### src/rtl/life_pkg.sv
// life_pkg: shared state encoding, row type and bank/row address packing for the
// life engine pass sequencer.
package life_pkg;

  localparam int DEF_DBITS = 8;

  typedef enum logic [1:0] {
    IDLE  = 2'd0,
    INIT  = 2'd1,
    RUN   = 2'd2,
    DRAIN = 2'd3
  } ctrl_state_t;

  typedef logic [DEF_DBITS-2:0] row_t;

  // Bank bit lands on address bit dbits-1; the caller truncates to its own width.
  function automatic logic [15:0] pack_addr(input logic bank, input logic [14:0] row,
                                            input int dbits);
    return {1'b0, row} | (16'(bank) << (dbits - 1));
  endfunction

endpackage

### src/rtl/life_wr_pipe.sv
// life_wr_pipe: WR_LAT-deep {valid, row} delay line that turns read issues into
// engine writes, so writes follow issues rather than wall-clock time.
module life_wr_pipe #(
  parameter int WR_LAT = 4,
  parameter int RW     = 7
) (
  input  logic          clk,
  input  logic          reset,
  input  logic          in_valid,
  input  logic [RW-1:0] in_row,
  output logic          we,
  output logic [RW-1:0] wr_row,
  output logic          pending
);

  logic [WR_LAT-1:0] vld_q;
  logic [RW-1:0]     row_q [WR_LAT];

  always_ff @(posedge clk or negedge reset) begin
    if (!reset) begin
      vld_q <= '0;
      for (int i = 0; i < WR_LAT; i++) row_q[i] <= '0;
    end else begin
      vld_q    <= WR_LAT'({vld_q, in_valid});
      row_q[0] <= in_row;
      for (int i = 1; i < WR_LAT; i++) row_q[i] <= row_q[i-1];
    end
  end

  // Writes still travelling toward the output stage (the output stage excluded).
  always_comb begin
    pending = 1'b0;
    for (int i = 0; i < WR_LAT - 1; i++) pending = pending | vld_q[i];
  end

  assign we     = vld_q[WR_LAT-1];
  assign wr_row = row_q[WR_LAT-1];

endmodule

### src/rtl/life_pass_ctrl.sv
// life_pass_ctrl: generation-pass sequencer, video read arbiter and init loader for
// the linear life engine. Optional LIFE_CTRL_SINGLE_STEP_EN adds a per-row step input.
module life_pass_ctrl
  import life_pkg::*;
#(
  parameter int DBITS  = DEF_DBITS,
  parameter int GENS   = 1,
  parameter int WR_LAT = 4,
  parameter int RD_LAT = 3
) (
  input  logic             clk,
  input  logic             reset,
`ifdef LIFE_CTRL_SINGLE_STEP_EN
  input  logic             step,
`endif
  input  logic             start,
  input  logic [15:0]      npass,
  input  logic             stop,
  input  logic             load,
  input  logic             init_valid,
  output logic             init_ready,
  input  logic             vid_req,
  input  logic [DBITS-2:0] vid_row,
  output logic             vid_gnt,
  output logic             vid_valid,
  output logic [DBITS-1:0] raddr,
  output logic [DBITS-1:0] waddr,
  output logic             we,
  output logic             sh,
  output logic             ld,
  output logic             init,
  output logic             busy,
  output logic             pass_done,
  output logic [15:0]      gen_count,
  output logic             disp_bank
);

  localparam int RW     = DBITS - 1;
  localparam int ROWS   = 2 ** RW;
  localparam int ISSUES = ROWS + 2 * GENS;
  localparam int KW     = $clog2(ISSUES + 1);

  localparam logic [1:0] ST_IDLE  = IDLE;
  localparam logic [1:0] ST_INIT  = INIT;
  localparam logic [1:0] ST_RUN   = RUN;
  localparam logic [1:0] ST_DRAIN = DRAIN;

  logic [1:0]        state;
  logic              src_bank;
  logic [KW-1:0]     k;
  logic [RW-1:0]     init_row;
  logic              stop_lat;
  logic [15:0]       pass_target;
  logic [15:0]       pass_cnt;
  logic [15:0]       pass_next;
  logic [RD_LAT-1:0] vid_pipe;

  logic              step_ok;
  logic              issue;
  logic              init_beat;
  logic              more_passes;
  logic [RW-1:0]     rd_row;
  logic [RW-1:0]     wr_row_in;
  logic              wr_in_valid;
  logic              pipe_we;
  logic [RW-1:0]     pipe_row;
  logic              pipe_pending;

`ifdef LIFE_CTRL_SINGLE_STEP_EN
  assign step_ok = step;
`else
  assign step_ok = 1'b1;
`endif

  // Video always wins; gating with reset keeps every output low while reset is held.
  assign vid_gnt   = vid_req && reset && (state != ST_INIT);
  assign ld        = vid_gnt;
  assign issue     = (state == ST_RUN) && !vid_gnt && step_ok;
  assign sh        = issue;
  assign init_ready = (state == ST_INIT);
  assign init      = init_ready;
  assign init_beat = init_ready && init_valid;
  assign busy      = (state != ST_IDLE);

  // Reads start GENS rows before row 0 and wrap, giving the engine its overlap rows.
  assign rd_row      = RW'(int'(k) - GENS);
  assign wr_row_in   = RW'(int'(k) - 2 * GENS);
  assign wr_in_valid = issue && (k >= KW'(2 * GENS));

  assign raddr = vid_gnt ? DBITS'(pack_addr(disp_bank, 15'(vid_row), DBITS)) :
                 issue   ? DBITS'(pack_addr(src_bank, 15'(rd_row), DBITS))  : '0;

  assign we    = init_beat || pipe_we;
  assign waddr = init_beat ? DBITS'(pack_addr(1'b0, 15'(init_row), DBITS))      :
                 pipe_we   ? DBITS'(pack_addr(~src_bank, 15'(pipe_row), DBITS)) : '0;

  assign pass_done   = (state == ST_DRAIN) && !pipe_pending;
  assign pass_next   = pass_cnt + 16'd1;
  assign more_passes = ((pass_target == 16'd0) || (pass_next != pass_target)) &&
                       !stop_lat && !stop;

  life_wr_pipe #(
    .WR_LAT (WR_LAT),
    .RW     (RW)
  ) u_wr_pipe (
    .clk      (clk),
    .reset    (reset),
    .in_valid (wr_in_valid),
    .in_row   (wr_row_in),
    .we       (pipe_we),
    .wr_row   (pipe_row),
    .pending  (pipe_pending)
  );

  always_ff @(posedge clk or negedge reset) begin
    if (!reset) begin
      vid_pipe <= '0;
    end else begin
      vid_pipe <= RD_LAT'({vid_pipe, vid_gnt});
    end
  end

  assign vid_valid = vid_pipe[RD_LAT-1];

  always_ff @(posedge clk or negedge reset) begin
    if (!reset) begin
      state       <= ST_IDLE;
      src_bank    <= 1'b0;
      disp_bank   <= 1'b0;
      k           <= '0;
      init_row    <= '0;
      stop_lat    <= 1'b0;
      pass_target <= '0;
      pass_cnt    <= '0;
      gen_count   <= '0;
    end else begin
      if (stop && (state == ST_RUN || state == ST_DRAIN)) stop_lat <= 1'b1;
      case (state)
        ST_IDLE: begin
          if (start) begin
            state       <= ST_RUN;
            k           <= '0;
            pass_cnt    <= '0;
            pass_target <= npass;
            stop_lat    <= 1'b0;
          end else if (load) begin
            state    <= ST_INIT;
            init_row <= '0;
          end
        end
        ST_INIT: begin
          if (init_beat) begin
            init_row <= init_row + 1'b1;
            if (init_row == RW'(ROWS - 1)) begin
              state     <= ST_IDLE;
              src_bank  <= 1'b0;
              disp_bank <= 1'b0;
            end
          end
        end
        ST_RUN: begin
          if (issue) begin
            k <= k + 1'b1;
            if (k == KW'(ISSUES - 1)) state <= ST_DRAIN;
          end
        end
        ST_DRAIN: begin
          // The final write of the pass is on the engine bus this cycle.
          if (pass_done) begin
            gen_count <= gen_count + 1'b1;
            pass_cnt  <= pass_next;
            disp_bank <= ~src_bank;
            src_bank  <= ~src_bank;
            k         <= '0;
            stop_lat  <= 1'b0;
            state     <= more_passes ? ST_RUN : ST_IDLE;
          end
        end
        default: state <= ST_IDLE;
      endcase
    end
  end

endmodule

### config.mk
export PLATFORM = sky130hd
export DESIGN_NAME = life_pass_ctrl
export DESIGN_NICKNAME = d
export VERILOG_FILES = /design/src/rtl/life_pkg.sv /design/src/rtl/life_wr_pipe.sv /design/src/rtl/life_pass_ctrl.sv
export SDC_FILE = /design/constraint.sdc
export NUM_CORES = 1
export LEC_CHECK = 0
export CAP_MARGIN = 15
export CELL_PAD_IN_SITES_DETAIL_PLACEMENT = 1
export CELL_PAD_IN_SITES_GLOBAL_PLACEMENT = 2
export CORE_MARGIN = 3
export CORE_UTILIZATION = 39
export CTS_BUF_LIST = sky130_fd_sc_hd__clkbuf_4 sky130_fd_sc_hd__clkbuf_8
export CTS_CLUSTER_SIZE = 20
export DETAILED_ROUTE_END_ITERATION = 12
export PLACE_DENSITY = 0.95
export SLEW_MARGIN = 30
export SYNTH_ARGS = -nofsm -noshare
export SYNTH_HDL_FRONTEND = slang
export SYNTH_SLANG_ARGS = --single-unit
### constraint.sdc
create_clock -name clk -period 4.8 [get_ports clk]
set_input_delay 1.2 -clock clk [delete_from_list [all_inputs] [get_ports clk]]
set_output_delay 1.2 -clock clk [all_outputs]
set_load 0.005 [all_outputs]
==> summary.txt, run 1 <==
Outcome
  – Status: completed

Routing
  – Final WL: 12.9 mm
  – Initial DRC count: 213
  – DR pass1 iterations: 4
  – DR WL/cell: 17.8 um
  – Vias per cell: 5.46
  – Routed vias: 3953
  – Post-route ant nets: 0
  – DR DRC count: 0

Layout
  – Fin nets: 595
  – Final core utilization: 49.6%
  – Most frequent cells in the layout: 102 x dfrtp_1, 73 x nand2_1, 70 x clkdlybuf4s50_1
  – Fillers: 1377
  – Post-Layout Cell Count: 724
  – Commonest non-fill, non-tap cell in the layout: dfrtp_1
  – Fraction of layout cells with a size suffix above 1: 9.37%
  – Area grow syn2layout: 21.3%

Critical path
  – Crit Path Class: in -> out
  – Most used cell, CP: clkdlybuf4s50_1
  – Crit-path leading delay family: buffers and inverters
  – Critical path's largest stage delay: 0.55 ns
  – CP startpoint kind: primary input
  – Critical Path AT: 2.93 ns
  – Worst EP required: 3.60 ns
  – Worst path bufs/invs: 2
  – CP max FO: 7
  – Crit end category: output port
  – Crit-path cells: clkdlybuf4s50_1 > and3b_1 > nand2b_1 > o21ai_0 > clkdlybuf4s50_1
  – Crit path max-delay cell type: clkdlybuf4s50_1

Clocking
  – TritonCTS clock tree: built
  – Clock net sink count: 102
  – CTS root buffer: clkbuf_8
  – Post-CTS Setup Inserts: 0
  – Post-CTS Hold Buffers: 0
  – Post_cts resized: 0
  – Clock transition at path regs: 0.11 ns
  – Cts bufs inserted: 9
  – H-tree depth: 3
  – Max clock buf depth: 2
  – Skew-Pair Late Insertion Delay: 0.39 ns

Logic synthesis
  – Net count after synthesis: 532
  – Yosys Warn Count: 0
  – Synth Flop Type: dfrtp_1
  – Post-synth EDFFs: 0
  – FF+latch count, synth: 102
  – Cell variety after synth: 55
  – Top-area cell type share of the netlist area: 50.7%
  – Async SR Flop Fraction: 100%
  – Top post-synthesis cells by area: dfrtp_1 51%, xnor2_1 5.7%, nand2_1 5.4%, o21ai_0 4.0%, mux2_2 3.8%
  – Netlist Area Pre-Place: 5040 um2
  – Yosys top cell by area: dfrtp_1
  – Register area share after synthesis: 50.7%
  – Post-Synthesis Cells: 487
  – Average cell area after synthesis: 10.3 um2

Floorplanning
  – Die area: 14300 um2
  – Top-Level Pins: 72
  – Core area: 12300 um2
  – Die X: 120 um
  – Die Y: 120 um
  – Starting Density: 40.9%
  – FP Rows: 40

Global routing
  – Largest net degree at the start of global routing: 79
  – Initial antenna violation count: 1
  – Vias in the first global route: 4241
  – Global-route wire length before repair: 22.0 mm
  – Total Routing Usage GR: 19.1%
  – GRT Residual Overflow: 0

Timing
  – Clock period minus worst slack: 4.13 ns
  – Fin. max-slew vios: 0
  – Final Hold Violating Endpoints: 0
  – Worst slew pin tran: 0.753 ns
  – Final setup vio count: 0
  – Total Neg Setup Slack: 0 ns
  – Final period util: 86.0%
  – RSZ-0062 raised after global routing: false
  – Worst Skew: 0.0113 ns
  – Highest Clock Rate: 242 MHz
  – Worst slew margin: 49.7%

Placed design
  – Gpl congestion: 0.867
  – DP Cell Count: 707
  – Port Buf Inserts: 71
  – Hpwl dp: 9.34 mm

Power
  – Sw Pwr: 1.15 mW
  – Max rail drop VDD: 0.000245 V
  – Internal power: 1.87 mW
  – Logic pwr share: 38.5%
  – P_leak: 2.47 nW
  – Sw Share: 38.2%
  – Clock share of power: 18.5%
  – Power per cell area: 495 nW/um2
  – Seq pwr share: 43.0%

Flow run
  – Max-Cap Viols: 0

Worst hold path
  – Hold crit path type: reg -> reg
## power groups by stage
stage | sequential (mW) | clock (mW) | combinational (mW)
floorplan | 1.24 | 0 | 0.731
global placement | 1.30 | 0 | 1.12
detailed placement | 1.32 | 0 | 1.16
CTS | 1.30 | 0.582 | 1.18
global route | 1.34 | 0.615 | 1.30
finish | 1.30 | 0.559 | 1.17
## sequential cells by signal, indices dropped and copies added (netlist names)
signal,cells
gen_count,16
init_row,7
u_wr_pipe.vld_q,4
vid_pipe,3
u_wr_pipe.row_q,21
u_wr_pipe.wr_row,7
src_bank,1
state,2
pass_cnt,16
pass_target,16
stop_lat,1
k,8
## worst register-to-register path, stage by stage (launching register included)
cell,delay [ns]
dfrtp_1,0.43
inv_1,0.12
ha_1,0.54
and3b_1,0.34
buf_4,0.21
o41ai_2,0.35
o2111ai_1,0.32
nand2b_4,0.25
a2111oi_4,0.32
a41oi_1,0.17
## kinds of logic (layout without fill, tap and decap cells)
group	after synthesis	count (layout)	synth area share, %
xor+xnor	45	45	7.82
buf+inv	41	109	3.45
mux	18	18	4.00
fa+ha+maj	15	15	3.73
simple gates	166	166	16.5
other cells	0	1	0
flops	102	102	50.7
compound gates	100	100	13.8
## synth_stat cells (all sizes together), types with 12 or more instances
master and number:
nand4 18, inv 16, nand3 16, o31ai 20
nand2 73, dfrtp 102, clkbuf 17, xnor2 33
ha 15, mux2 17, xor2 12, o21ai 40
## area by class of cell
class | count | area (um2) | area share [%]
sequential | 102 | 2550 | 41.8
tap | 168 | 210 | 3.44
timing repair buffer | 77 | 757 | 12.4
multi-input combinational | 344 | 2320 | 37.9
clock inverter | 7 | 88.8 | 1.45
inverter | 16 | 60.1 | 0.983
antenna | 1 | 2.50 | 0.0409
clock buffer | 9 | 124 | 2.03
## metrics by stage
stage	instance area, um2	hold slack (ns)	total power, mW	worst slack [ns]
2_1_floorplan	5040	0.331	1.97	1.53
3_3_place_gp	5890	0.333	2.41	0.788
3_5_place_dp	5890	0.336	2.48	0.698
4_1_cts	6110	0.362	3.06	0.691
5_1_grt	6110	0.363	3.26	0.554
6_report	6110	0.362	3.03	0.673
## final timing paths
check                                               from                             to  slack, ns  cells past startpoint
min in group asynchronous                          reset  u_wr_pipe.wr_row[5]$_DFF_PN0_       0.71                      1
max in group asynchronous                          reset       pass_cnt[11]$_DFFE_PN0P_       3.05                      2
setup reg to reg                    state[1]$_DFFE_PN0P_           state[1]$_DFFE_PN0P_       1.61                      9
setup / recovery                                 vid_req                       raddr[6]       0.67                      5
hold reg to reg            u_wr_pipe.row_q[20]$_DFF_PN0_  u_wr_pipe.row_q[13]$_DFF_PN0_       0.36                      0
hold / removal             u_wr_pipe.row_q[20]$_DFF_PN0_  u_wr_pipe.row_q[13]$_DFF_PN0_       0.36                      0
## routing by layer
metal / up-vias / GRT usage, % / part of all wire, %
met5: - / 0 / 0
met4: 0 / 8.23 / 2.3
met3: 21 / 2.45 / 2.6
met2: 69 / 31.1 / 48
met1: 2016 / 25.6 / 47
li1: 1847 / - / -
Power figures use the tool's default switching activity.
==> run 2, diff against run 1 <==
Settings changed: ABC_AREA set to 1, CORE_UTILIZATION 39 to 37.
==> run 2 against run 1 <==
Compared with the run above:
- register-to-register slack gained 0.70 ns
- non-clock buffer count down 2
- combinational power increased by 7%
- core utilization down 3.3 points
- global-route usage is 0.46 points higher
- largest power group is now combinational logic
==> summary.txt, run 2 <==
Layout
  – Max reg flops: 21 (unchanged)
  – Post-Layout Cell Count: 847 (was 724)
  – Fin nets: 711 (was 595)
  – Most frequent cells in the layout: 122 x nand2_1, 102 x dfrtp_1, 76 x inv_1 (was 102 x dfrtp_1, 73 x nand2_1, 70 x clkdlybuf4s50_1)
  – Commonest non-fill, non-tap cell in the layout: nand2_1 (was dfrtp_1)
  – Antenna Cells: 0 (was 1)
  – Final core utilization: 46.3% (was 49.6%)
  – Finished layout cell area: 6210 um2 (was 6110 um2)
  – Fillers: 1622 (was 1377)
  – Fraction of layout cells with a size suffix above 1: 8.20% (was 9.37%)
  – Area grow syn2layout: 21.3% (about the same)
  – Top reg by flops: u_wr_pipe.row_q (unchanged)

Critical path
  – Crit end category: output port (unchanged)
  – Reg2reg end: k[6]$_DFFE_PN0P_ (was state[1]$_DFFE_PN0P_)
  – R2r setup slk: 2.31 ns (was 1.61 ns)
  – Critical Path AT: 2.94 ns (was 2.93 ns)
  – Worst r2r src: state[1]$_DFFE_PN0P_ (unchanged)
  – CP startpoint kind: primary input (unchanged)
  – CP max FO: 7 (unchanged)
  – Crit Path Class: in -> out (unchanged)
  – Worst EP required: 3.60 ns (about the same)
  – Reg2reg path depth: 15 (was 9)

Logic synthesis
  – Post-synth EDFFs: 0 (unchanged)
  – Most frequent cells after synthesis: 122 x nand2_1, 102 x dfrtp_1, 76 x inv_1 (was 102 x dfrtp_1, 73 x nand2_1, 40 x o21ai_0)
  – Top post-synthesis cells by area: dfrtp_1 50%, nand2_1 8.9%, inv_1 5.6%, nand3_1 5.4%, o21ai_0 4.1% (was dfrtp_1 51%, xnor2_1 5.7%, nand2_1 5.4%, o21ai_0 4.0%, mux2_2 3.8%)
  – Yosys Warn Count: 0 (unchanged)
  – Synth Flop Type: dfrtp_1 (unchanged)
  – Cell variety after synth: 33 (was 55)
  – Net count after synthesis: 638 (was 532)
  – FF+latch count, synth: 102 (unchanged)
  – Yosys top cell by area: dfrtp_1 (unchanged)
  – Top-area cell type share of the netlist area: 49.9% (was 50.7%)
  – Netlist Area Pre-Place: 5120 um2 (was 5040 um2)
  – Async SR Flop Fraction: 100% (unchanged)
  – Average cell area after synthesis: 8.63 um2 (was 10.3 um2)
  – Register area share after synthesis: 49.9% (was 50.7%)
  – Post-Synthesis Cells: 593 (was 487)
  – Most numerous cell in the Yosys netlist: nand2_1 (was dfrtp_1)

Worst hold path
  – Hold crit path type: reg -> reg (unchanged)
  – Hold Path Origin: u_wr_pipe.row_q[19]$_DFF_PN0_ (was u_wr_pipe.row_q[20]$_DFF_PN0_)
  – Hold path cells: 0 (unchanged)
  – Hold Path End: u_wr_pipe.row_q[12]$_DFF_PN0_ (was u_wr_pipe.row_q[13]$_DFF_PN0_)

Placed design
  – Port Buf Inserts: 71 (unchanged)
  – DP Cell Count: 831 (was 707)
  – Hpwl dp: 10.4 mm (was 9.34 mm)
  – Gpl congestion: 0.834 (was 0.867)
  – Placement Cell Area: 6020 um2 (was 5890 um2)

Timing
  – Worst slew pin tran: 0.820 ns (was 0.753 ns)
  – Final Hold Violating Endpoints: 0 (unchanged)
  – Total Neg Setup Slack: 0 ns (unchanged)
  – Fin. max-slew vios: 0 (unchanged)
  – Clock period minus worst slack: 4.14 ns (was 4.13 ns)
  – Final period util: 86.3% (was 86.0%)
  – Worst slew margin: 45.4% (was 49.7%)
  – Final setup vio count: 0 (unchanged)
  – RSZ-0062 raised after global routing: false (unchanged)
  – Highest Clock Rate: 242 MHz (about the same)
  – Worst Skew: 0.00771 ns (was 0.0113 ns)

Floorplanning
  – FP Rows: 42 (was 40)
  – Die Y: 124 um (was 120 um)
  – Core area: 13400 um2 (was 12300 um2)
  – Die area: 15300 um2 (was 14300 um2)
  – Die X: 124 um (was 120 um)
  – Starting Density: 38.2% (was 40.9%)
  – Top-Level Pins: 72 (unchanged)

Routing
  – DR WL/cell: 16.4 um (was 17.8 um)
  – DR DRC count: 0 (unchanged)
  – Final WL: 13.9 mm (was 12.9 mm)
  – Initial DRC count: 171 (was 213)
  – Post-route ant nets: 0 (unchanged)
  – DR pass1 iterations: 4 (unchanged)
  – Vias per cell: 5.09 (was 5.46)
  – Routed vias: 4312 (was 3953)

Power
  – P_leak: 2.74 nW (was 2.47 nW)
  – Sw Share: 40.3% (was 38.2%)
  – Logic pwr share: 41.9% (was 38.5%)
  – Sw Pwr: 1.21 mW (was 1.15 mW)
  – Power per cell area: 482 nW/um2 (was 495 nW/um2)
  – Max rail drop VDD: 0.000218 V (was 0.000245 V)
  – Internal power: 1.79 mW (was 1.87 mW)
  – Clock share of power: 18.0% (was 18.5%)
  – Overall Power: 2.99 mW (was 3.03 mW)
  – Seq pwr share: 40.1% (was 43.0%)

Clocking
  – TritonCTS clock tree: built (unchanged)
  – CTS root buffer: clkbuf_8 (unchanged)
  – Max clock buf depth: 2 (unchanged)
  – Cts bufs inserted: 9 (unchanged)
  – Clock net sink count: 102 (unchanged)
  – Clock transition at path regs: 0.10 ns (was 0.11 ns)
  – Post_cts resized: 0 (unchanged)
  – Skew-Pair Late Insertion Delay: 0.38 ns (was 0.39 ns)
  – Post-CTS Setup Inserts: 0 (unchanged)
  – H-tree depth: 3 (unchanged)
  – Post-CTS Hold Buffers: 0 (unchanged)

Global routing
  – Initial antenna violation count: 0 (was 1)
  – Total Routing Usage GR: 19.5% (was 19.1%)
  – Global-route wire length before repair: 23.4 mm (was 22.0 mm)
  – Largest net degree at the start of global routing: 62 (was 79)
  – Vias in the first global route: 4739 (was 4241)
  – GRT Residual Overflow: 0 (unchanged)

Outcome
  – Status: completed (unchanged)

Flow run
  – Max-Cap Viols: 0 (unchanged)
## run 2: cell families (layout without fill, tap and decap cells)
family / after synthesis / count (layout) / synth area share, %
simple gates: 276 / 276 / 26.0
flops: 102 / 102 / 49.9
compound gates: 78 / 78 / 8.19
fa+ha+maj: 15 / 15 / 3.67
buf+inv: 93 / 171 / 7.06
xor+xnor: 29 / 29 / 5.23
## run 2: how the worst max path moves through the flow
stage | startpoint | to | slack [ns]
2_1_floorplan | vid_req | raddr[3] | 1.56
3_3_place_gp | vid_req | raddr[0] | 0.69
3_5_place_dp | vid_req | raddr[5] | 0.64
4_1_cts | vid_req | raddr[5] | 0.62
5_1_grt | vid_req | raddr[4] | 0.50
6_report | vid_req | raddr[5] | 0.66
## run 2: worst max-delay path: stages
cell and delay, ns:
clkdlybuf4s50_1 0.40, nand2_1 0.07, nor2_1 0.05, nor2_1 0.25, inv_1 0.21, o21ai_0 0.22
clkdlybuf4s50_1 0.54
## run 2: power groups by stage
stage | registers [mW] | clock network, mW | logic [mW]
after floorplan | 1.16 | 0 | 0.766
after global placement | 1.20 | 0 | 1.20
after detailed placement | 1.21 | 0 | 1.26
after CTS | 1.20 | 0.563 | 1.27
after global routing | 1.23 | 0.597 | 1.41
final | 1.20 | 0.538 | 1.25
## run 2: cell type report
type | instances | area [um2] | share of cell area (%)
repair buffers | 75 | 738 | 11.9
well taps | 176 | 220 | 3.55
inverters | 80 | 302 | 4.86
clock inverters | 5 | 40.0 | 0.645
clock buffers | 11 | 151 | 2.44
flip-flops and latches | 102 | 2550 | 41.1
multi-input cells | 398 | 2200 | 35.5
## run 2: per-stage QoR
stage | hold slack, ns | setup slack (ns)
after global placement | 0.331 | 0.690
after CTS | 0.360 | 0.619
after global routing | 0.365 | 0.496
after detailed placement | 0.336 | 0.642
after floorplan | 0.331 | 1.56
final | 0.355 | 0.659
## run 2: metal layers
metal / GRT usage (%) / routed length (um)
met1: 23.8 / 5910
met2: 34.5 / 7160
met3: 3.63 / 492
met4: 6.92 / 291
met5: 0 / 0
==> run 3, diff against run 2 <==
Settings changed: PLACE_DENSITY 0.95 to not set, PLACE_DENSITY_LB_ADDON set to 0.1.
==> run 3 against run 2 <==
Compared with the run above:
- design area is 0.40% higher
- clock skew increased by 0.012 ns
- clock-buffer cell count fell by 1
- total power increased by 1.2%
- hold slack barely moved
- wire length down 3.4%
- sequential share of layout area is 0.17 points lower
- critical path type unchanged
- critical endpoint is now raddr[6]
==> summary.txt, run 3 (synthesis results as in run 2) <==
Floorplanning
  – FP Rows: 42 (unchanged)
  – Die Y: 124 um (unchanged)
  – Starting Density: 38.2% (unchanged)
  – Top-Level Pins: 72 (unchanged)
  – Core area: 13400 um2 (unchanged)
  – Die area: 15300 um2 (unchanged)
  – Die X: 124 um (unchanged)

Timing
  – Highest Clock Rate: 243 MHz (was 242 MHz)
  – Worst Slack Setup Final: 0.684 ns (was 0.659 ns)
  – Worst slew pin tran: 0.621 ns (was 0.820 ns)
  – Fin. max-slew vios: 0 (unchanged)
  – Worst slew margin: 58.6% (was 45.4%)
  – Worst Skew: 0.0201 ns (was 0.00771 ns)
  – Final setup vio count: 0 (unchanged)
  – Final Hold Violating Endpoints: 0 (unchanged)
  – Final period util: 85.7% (was 86.3%)
  – Total Neg Setup Slack: 0 ns (unchanged)
  – Clock period minus worst slack: 4.12 ns (was 4.14 ns)
  – RSZ-0062 raised after global routing: false (unchanged)

Worst hold path
  – Hold crit path type: reg -> reg (unchanged)

Layout
  – Max reg flops: 21 (unchanged)
  – Fraction of layout cells with a size suffix above 1: 8.20% (unchanged)
  – Multi-input logic area: 2200 um2 (unchanged)
  – Top reg by flops: u_wr_pipe.row_q (unchanged)
  – Fin nets: 711 (unchanged)
  – Commonest non-fill, non-tap cell in the layout: nand2_1 (unchanged)
  – Antenna Cells: 0 (unchanged)
  – Area grow syn2layout: 21.8% (was 21.3%)
  – Fillers: 1601 (was 1622)
  – Sequential cell area: 2550 um2 (unchanged)
  – Most frequent cells in the layout: 122 x nand2_1, 102 x dfrtp_1, 76 x inv_1 (unchanged)

Global routing
  – Global-route wire length before repair: 22.4 mm (was 23.4 mm)
  – GRT Residual Overflow: 0 (unchanged)
  – Vias in the first global route: 4522 (was 4739)
  – Initial antenna violation count: 0 (unchanged)
  – Largest net degree at the start of global routing: 71 (was 62)
  – Total Routing Usage GR: 18.9% (was 19.5%)

Critical path
  – Crit-path cells: clkdlybuf4s50_1 > nand2_1 > nor2_1 > nor2_1 > inv_1 > o21ai_0 > clkdlybuf4s50_1 (unchanged)
  – Crit end category: output port (unchanged)
  – Worst EP required: 3.60 ns (about the same)
  – Crit path max-delay cell type: clkdlybuf4s50_1 (unchanged)
  – Crit Path Class: in -> out (unchanged)
  – Worst r2r src: state[1]$_DFFE_PN0P_ (unchanged)
  – R2r setup slk: 2.27 ns (was 2.31 ns)
  – Reg2reg end: k[6]$_DFFE_PN0P_ (unchanged)
  – Reg2reg path depth: 15 (unchanged)
  – CP max FO: 7 (unchanged)
  – Critical Path AT: 2.92 ns (was 2.94 ns)
  – Critical path's largest stage delay: 0.53 ns (was 0.54 ns)
  – Critical Path End: raddr[6] (was raddr[5])
  – CP startpoint: vid_req (unchanged)
  – CP startpoint kind: primary input (unchanged)

Clocking
  – Skew-Pair Late Insertion Delay: 0.40 ns (was 0.38 ns)
  – Clock transition at path regs: 0.12 ns (was 0.10 ns)
  – TritonCTS clock tree: built (unchanged)
  – H-tree depth: 3 (unchanged)
  – Post_cts resized: 0 (unchanged)
  – Max clock buf depth: 2 (unchanged)
  – Cts bufs inserted: 9 (unchanged)
  – Post-CTS Hold Buffers: 0 (unchanged)
  – CTS root buffer: clkbuf_8 (unchanged)
  – Post-CTS Setup Inserts: 0 (unchanged)
  – Clock net sink count: 102 (unchanged)

Placed design
  – Pre-CTS setup slack: 0.670 ns (was 0.642 ns)
  – Hpwl dp: 10.0 mm (was 10.4 mm)
  – Port Buf Inserts: 71 (unchanged)
  – Gpl congestion: 0.825 (was 0.834)

Outcome
  – Status: completed (unchanged)

Routing
  – Final WL: 13.4 mm (was 13.9 mm)
  – Vias per cell: 4.96 (was 5.09)
  – DR WL/cell: 15.8 um (was 16.4 um)
  – DR pass1 iterations: 4 (unchanged)
  – DR DRC count: 0 (unchanged)
  – Routed vias: 4198 (was 4312)
  – Post-route ant nets: 0 (unchanged)
  – Initial DRC count: 169 (was 171)

Flow run
  – Max-Cap Viols: 0 (unchanged)

Power
  – Power per cell area: 485 nW/um2 (was 482 nW/um2)
  – P_leak: 2.74 nW (about the same)
  – Max rail drop VDD: 0.000272 V (was 0.000218 V)
==> run 3: metrics by stage <==
stage	power (mW)	std cells	hold slack (ns)	cell area [um2]	utilization, %
floorplan	1.93	593	0.331	5120	-
global route	3.29	847	0.358	6230	46.5
CTS	3.07	847	0.354	6230	46.5
detailed placement	2.46	831	0.336	6020	44.9
global placement	2.43	831	0.334	6020	44.9
finish	3.03	847	0.355	6230	46.5
==> run 3: worst min path at each step <==
stage,start,end,depth (start not counted)
4_1_cts,vid_pipe[1]$_DFF_PN0_,vid_pipe[2]$_DFF_PN0_,0
3_5_place_dp,u_wr_pipe.row_q[14]$_DFF_PN0_,u_wr_pipe.row_q[7]$_DFF_PN0_,0
6_report,vid_pipe[1]$_DFF_PN0_,vid_pipe[2]$_DFF_PN0_,0
5_1_grt,vid_pipe[1]$_DFF_PN0_,vid_pipe[2]$_DFF_PN0_,0
3_3_place_gp,u_wr_pipe.row_q[14]$_DFF_PN0_,u_wr_pipe.row_q[7]$_DFF_PN0_,0
2_1_floorplan,u_wr_pipe.row_q[17]$_DFF_PN0_,u_wr_pipe.row_q[10]$_DFF_PN0_,0
==> run 3: metal layers <==
layer	share of wire, %	routed length [um]	up-vias	global-route usage, %
met2	48	6360	58	30.6
met1	48	6420	2065	25.3
met5	0	0	-	0
li1	-	-	2066	-
met3	3.7	493	9	5.50
met4	0.82	110	0	4.15
==> run 3: cell type report <==
type / instances / share of cell area, %
timing repair buffer: 75 / 11.9
clock inverter: 6 / 1.20
multi-input combinational: 398 / 35.4
inverter: 80 / 4.84
sequential: 102 / 40.9
clock buffer: 10 / 2.21
tap: 176 / 3.53
==> run 3: worst max-delay path, delay by kind of cell <==
family	cells	cell delay, ns
AO/OA/AOI/OAI	1	0.20
buffers and inverters	3	1.13
AND/OR/NAND/NOR	3	0.39
==> run 3: report_power, final <==
| part | switching [mW] | total [mW] | internal [mW] |
|---|---|---|---|
| Combinational | 0.730 | 1.24 | 0.511 |
| Sequential | 0.144 | 1.19 | 1.05 |
| Clock | 0.329 | 0.592 | 0.264 |
| Total | 1.20 | 3.03 | 1.82 |
